==> src/rtl/adsr_envelope.sv <==
// ADSR amplitude envelope: scales a signed 8-bit sample stream by an envelope
// level that advances on a prescaled tick and is keyed by the gate input.
module adsr_envelope #(
   parameter int TICK_DIV = 4,
   parameter int LEVEL_W  = 8
) (
   input  logic               clk,
   input  logic               rst_n,
   input  logic [7:0]         wave_in,
   input  logic               gate,
   input  logic [LEVEL_W-1:0] attack_step,
   input  logic [LEVEL_W-1:0] decay_step,
   input  logic [LEVEL_W-1:0] sustain_level,
   input  logic [LEVEL_W-1:0] release_step,
   output logic [7:0]         wave_out,
   output logic [LEVEL_W-1:0] level,
   output logic [2:0]         state,
   output logic               busy
);

   typedef enum logic [2:0] {
      S_IDLE    = 3'd0,
      S_ATTACK  = 3'd1,
      S_DECAY   = 3'd2,
      S_SUSTAIN = 3'd3,
      S_RELEASE = 3'd4
   } state_t;

   localparam int CNT_W = (TICK_DIV > 1) ? $clog2(TICK_DIV) : 1;

   state_t                   state_q, state_d;
   logic [LEVEL_W-1:0]       level_q, level_d;
   logic [CNT_W-1:0]         cnt_q, cnt_d;
   logic                     gate_q, gate_d;
   logic [7:0]               wave_out_q, wave_out_d;

   logic                     tick, rise, fall;
   logic [LEVEL_W:0]         att_sum;
   logic signed [LEVEL_W:0]  dec_diff;
   logic signed [LEVEL_W+8:0] product;

   always_comb begin
      tick     = (cnt_q == CNT_W'(TICK_DIV - 1));
      cnt_d    = tick ? '0 : cnt_q + CNT_W'(1);
      gate_d   = gate;
      rise     = gate & ~gate_q;
      fall     = ~gate & gate_q;
      att_sum  = {1'b0, level_q} + {1'b0, attack_step};
      dec_diff = $signed({1'b0, level_q}) - $signed({1'b0, decay_step});
      // Level is zero-extended so the multiply stays signed without flipping 255 to -1.
      product    = $signed(wave_in) * $signed({1'b0, level_q});
      wave_out_d = product[LEVEL_W+7:LEVEL_W];
   end

   always_comb begin
      state_d = state_q;
      level_d = level_q;
      if (rise || fall) begin
         // Edge cycles only move the state; the level is frozen for this cycle.
         if (rise && (state_q == S_IDLE || state_q == S_RELEASE))
            state_d = S_ATTACK;
         else if (fall && (state_q == S_ATTACK || state_q == S_DECAY || state_q == S_SUSTAIN))
            state_d = S_RELEASE;
      end else begin
         case (state_q)
            S_IDLE: level_d = '0;
            S_ATTACK: if (tick) begin
               if (att_sum >= {1'b0, {LEVEL_W{1'b1}}}) begin
                  level_d = {LEVEL_W{1'b1}};
                  state_d = S_DECAY;
               end else begin
                  level_d = att_sum[LEVEL_W-1:0];
               end
            end
            S_DECAY: if (tick) begin
               if (dec_diff <= $signed({1'b0, sustain_level})) begin
                  level_d = sustain_level;
                  state_d = S_SUSTAIN;
               end else begin
                  level_d = dec_diff[LEVEL_W-1:0];
               end
            end
            S_SUSTAIN: level_d = sustain_level;
            S_RELEASE: if (tick) begin
               if (level_q <= release_step) begin
                  level_d = '0;
                  state_d = S_IDLE;
               end else begin
                  level_d = level_q - release_step;
               end
            end
            default: begin
               level_d = '0;
               state_d = S_IDLE;
            end
         endcase
      end
   end

   always_ff @(posedge clk) begin
      if (!rst_n) begin
         state_q    <= S_IDLE;
         level_q    <= '0;
         cnt_q      <= '0;
         gate_q     <= 1'b0;
         wave_out_q <= '0;
      end else begin
         state_q    <= state_d;
         level_q    <= level_d;
         cnt_q      <= cnt_d;
         gate_q     <= gate_d;
         wave_out_q <= wave_out_d;
      end
   end

   assign wave_out = wave_out_q;
   assign level    = level_q;
   assign state    = state_q;
   assign busy     = (state_q != S_IDLE);

endmodule

==> config.mk <==
export PLATFORM = sky130hd
export DESIGN_NAME = adsr_envelope
export DESIGN_NICKNAME = d
export VERILOG_FILES = /design/src/rtl/adsr_envelope.sv
export SDC_FILE = /design/constraint.sdc
export NUM_CORES = 1
export LEC_CHECK = 0
export BUFFER_PORTS_ARGS = -buffer_cell sky130_fd_sc_hd__buf_2
export CORE_ASPECT_RATIO = 0.75
export CORE_MARGIN = 10
export CORE_UTILIZATION = 45
export CTS_BUF_LIST = sky130_fd_sc_hd__clkbuf_4
export CTS_CLUSTER_SIZE = 14
export DETAILED_ROUTE_END_ITERATION = 10
export GPL_TIMING_DRIVEN = 1
export HOLD_SLACK_MARGIN = 0.02
export PLACE_DENSITY = 0.73
export SYNTH_ARGS = -nofsm -noshare
export SYNTH_HDL_FRONTEND = slang
export SYNTH_SLANG_ARGS = --single-unit
export TNS_END_PERCENT = 10
==> constraint.sdc <==
create_clock -name clk -period 6.3 [get_ports clk]
set_clock_uncertainty 0.2 [all_clocks]
set_input_delay 1.26 -clock clk [delete_from_list [all_inputs] [get_ports clk]]
set_output_delay 1.26 -clock clk [all_outputs]
set_load 0.02 [all_outputs]
# Word-level counts from Yosys, hierarchy flattened
# Cells that the tools add are included.
# W data, S select, Z words.
# totals
word_cells,64
inputBits,43
reg_bits,22
out_inout_bits,20
# op_classes
eq_ne,16
mul,1
muxes,17
n_reduce_logical,12
n_addsub,4
n_lt_le_gt_ge,3
n_bitwise,6
# op_table
operator,n
$mux W8,6
$pmux W8 S4,1
$mux W3,9
$mul A8 B9 Y16,1
$pmux W3 S4,1
$add A8 B8 Y9,1
$ge A9 B8 Y1 const B,1
$le A9 B9 Y1,1
$ne A3 B2 Y1 const B,3
$ne A3 B3 Y1 const B,3
$sub A8 B8 Y9,1
$le A8 B8 Y1,1
$reduce_and A8 Y1,1
$sub A8 B8 Y8,1
$eq A3 B2 Y1 const B,2
$ne A2 B2 Y1 const B,3
$logic_or A1 B1 Y1,4
$not A1 Y1,4
$reduce_and A4 Y1,1
$reduce_or A2 Y1,2
$eq A3 B1 Y1 const B,1
$eq A3 B3 Y1 const B,1
$logic_not A3 Y1,1
$ne A3 B1 Y1 const B,1
other kinds (6),8

# Longest topological paths before layout
# depth
depth_word,7
mapped_depth,17

# Worst setup path after synthesis
# OpenSTA, ideal clock, no wires.
# synth_path
path_type,in2reg
from,input port wave_in[7]
to,"register wave_out_q[7], in the netlist wave_out[7]"
path_buffers,0
arrival_ns,4.931
required_time_ns,5.976
slack_ns,1.045
stages,15
cell_sequence,inv_1 -> nor2_1 -> fa_1 -> fa_1 -> fa_1 -> inv_1 -> fa_1 -> inv_1 -> ha_1 -> o21a_1 -> o211ai_1 -> o21ai_0 -> a21oi_1 -> o21ai_0 -> mux2i_1
# synth_between
elab_chain_len,1
# synth_lines
element,line,text
from (decl),9,"input logic [7:0] wave_in,"
$mul A8 B9 Y16,51,"product = $signed(wave_in) * $signed({1'b0, level_q});"
to (signal assigned),112,wave_out_q <= wave_out_d;
to (decl),35,"logic [7:0] wave_out_q, wave_out_d;"
# Every way passes these cells.
# A chain may end at the register's enable or synchronous reset.

# Final worst setup path
# Ends and elaborated chain as after synthesis.

==> flow_summary.toml <==
[sta]
rsz0062_at_grt = "false"
whs_ps = 244.9
finalCritPeriodShare_pct = 86.52
slew_headroom_pct = 52.15
min_period_ps = 5451
drv_slew = 0
hold_viol = 0
worst_pin_slew_ps = 716.8
fin_setup_tns_ps = 0
setup_viol = 0
fmax_mhz = 183.5

[grt]
grt_start_max_net_pins = 21
grt_pass1_wl_um = 21140
grt_antenna_before_repair = 0
use_met1_pct = 23.20
grt_usage_pct = 17.31
gr-total-overflow = 0
first_global_vias = 4358
top_usage_layer = "met2"
use_met2_pct = 27.53
use_met3_pct = 4.244

[yosys]
seq_area_frac_synth_pct = 9.748
yosysWarnings = 0
async_reset_ff_share_pct = 0
synth_edf_count = 0
synth_cell_types = 71
syn_inst = 553
syn-num-nets = 707
yosys_most_used_dff = "dfxtp_1"
syn_area_mm2 = 0.004518
synth-seq-cells = 22
avgSynthCellArea_um2 = 8.170

[finish]
seqCellArea_um2 = 440.4
nets = 767
drive_gt1_share_pct = 14.22
n_antenna_cell = 0
syn2layout_area_growth_pct = 10.74
final_util_pct = 51.39
multiInputGateArea_mm2 = 0.003731
nFillCells = 946
fin_cells = 744

[route]
dr.pass1.iters = 5
vias_per_cell = 5.652
drt-wirelength-per-cell_um = 16.39
wirelength_um = 12190
drtIter0Drc = 312
vias = 4205
antenna_left = 0
drc_errors = 0

[die]
fp.dieH_um = 106.8
die_w_um = 135.7
core_region_area_mm2 = 0.009736
ios = 63
num_rows = 31
start_util_pct = 46.41
die_area_mm2 = 0.01449

[clock_network]
clock_path_buffers = 2
cts_root_buffer = "clkbuf_4"
cts_resized = 0
clock_latency_ps = 310
cts_sinks = 22
cts_tree = "built"
post_cts_buffers = 0
htree_levels = 1
cts.clk_slew.worst_paths_ps = 130
cts_buffers = 3
hold_buffers = 0

[placement]
port_buffers = 62
dp_hpwl_um = 10200
gp_congestion = 0.9601
placed_cells = 740

[power_and_ir_drop]
power.leakage_nw = 2.546
ir_drop_mv = 0.04498
p_per_area_mw_per_mm2 = 71.93

[setup_path]
cp.arrival_ps = 5500
end_kind = "flip-flop"
startpoint_type = "primary input"
cp.required_ps = 6350
path_class = "primary input to flip-flop"
critPathMaxFanout = 7

[worst_hold_path]
hold_class = "flip-flop to flip-flop"

[run]
maxCapViolCount = 0

[run_status]
outcome = "finished, final reports clean"
synthesized netlist by cell type, drive strengths merged (2+ instances only):
library cell / count / share of area (%)
mux2i: 9 / 2.0
inv: 81 / 6.7
nand3: 8 / 1.0
and2: 42 / 5.8
nor3b: 5 / 0.83
nor2: 30 / 2.5
a21oi: 21 / 2.3
o211ai: 12 / 2.0
a211oi: 5 / 0.94
nor3: 6 / 0.66
fa: 38 / 17
nand2: 48 / 4.0
o21a: 7 / 1.2
o221ai: 3 / 0.58
a211o: 3 / 0.58
a31oi: 7 / 1.1
buf: 2 / 0.19
nor2b: 5 / 0.69
a21o: 5 / 0.83
dfxtp: 22 / 9.7
clkbuf: 8 / 0.66
nor4: 3 / 0.42
o21ai: 27 / 3.1
a2111oi: 2 / 0.53
and3: 5 / 0.69
a22o: 2 / 0.39
or2: 5 / 0.69
nand4: 7 / 0.97
nand2b: 7 / 0.97
xnor2: 11 / 2.1
a22oi: 2 / 0.33
o311ai: 2 / 0.39
a31o: 2 / 0.39
ha: 73 / 20
a221oi: 2 / 0.66
o21bai: 4 / 0.66
or3: 2 / 0.28
xor2: 9 / 1.7
flip-flops by register name, indices dropped and copies added (netlist names):
signal,flops
gate_q,1
state,3
cnt_q,2
level,8
wave_out,8
per-stage QoR:
step	setup slack, ps	cell area (um2)	power, mW
6_report	849.3	5004	0.3599
5_1_grt	562.4	5004	0.3883
4_1_cts	846.6	5004	0.3636
3_5_place_dp	523.6	4977	0.2907
3_3_place_gp	624.7	4977	0.2854
2_1_floorplan	1045	4518	0.2442
worst paths after layout:
path | startpoint | endpoint | slack, ps | cells after the start
worst min-delay path | cnt_q[0]$_SDFF_PP0_ | cnt_q[0]$_SDFF_PP0_ | 240 | 1
worst min register to register | cnt_q[0]$_SDFF_PP0_ | cnt_q[0]$_SDFF_PP0_ | 240 | 1
worst max-delay path | wave_in[7] | wave_out[7]$_SDFF_PN0_ | 850 | 16
worst max register to register | level[1]$_SDFFE_PN0P_ | wave_out[7]$_SDFF_PN0_ | 1190 | 14
kinds of logic (layout without fill, tap and decap cells):
logic type,count (synthesis),count (layout),share of synthesized area (%)
AOI/OAI and AO/OA,121,121,19.08
and+or+nand+nor,177,177,20.33
buffers and inverters,92,151,7.671
xor gates and xnor gates,20,20,3.877
DFF,22,22,9.748
adders and majority gates,111,111,37.05
muxes,10,10,2.243
final cells by class:
| class | count | area share [%] |
|---|---|---|
| well taps | 132 | 3.301 |
| inverters | 82 | 6.152 |
| repair buffers | 65 | 6.652 |
| clock buffers | 3 | 0.4501 |
| multi-input cells | 439 | 74.57 |
| flip-flops and latches | 22 | 8.802 |
| clock inverters | 1 | 0.07502 |
critical path: stages:
cell      delay (ps)
buf_2            130
inv_1            220
nor2_1           110
fa_1             530
fa_1             510
fa_1             540
inv_1             50
fa_1             520
inv_1             40
ha_1             320
o21a_1           170
o211ai_1          90
o21ai_0          350
a21oi_1          180
o21ai_0          240
mux2i_1          220
placed cells by master (no fill, tap or decap), types with 6 or more instances in the layout:
master / netlist / layout
nand2_1: 48 / 48
mux2i_1: 9 / 9
a31oi_1: 6 / 6
o21ai_0: 20 / 20
inv_1: 80 / 80
fa_1: 38 / 38
o21ai_1: 6 / 6
nor2_1: 29 / 29
buf_2: 1 / 62
o211ai_1: 12 / 12
dfxtp_1: 22 / 22
o21a_1: 7 / 7
ha_1: 73 / 73
nand2b_1: 7 / 7
xnor2_1: 11 / 11
nor3_1: 6 / 6
and2_1: 41 / 41
nand3_1: 7 / 7
a21oi_1: 21 / 21
nand4_1: 7 / 7
xor2_1: 9 / 9
power by group:
group,switching [mW],total [mW],internal [mW]
logic,0.0846,0.143,0.0586
registers,0.00255,0.147,0.145
clock network,0.0463,0.0695,0.0232
total,0.134,0.360,0.226
layer usage:
layer  vias up  wire length, um
met2       146             5434
met1      2011             5560
li1       2035                -
met5         -                0
met3        13             1027
met4         0              172
No activity file was read; power rests on OpenSTA's default activity.
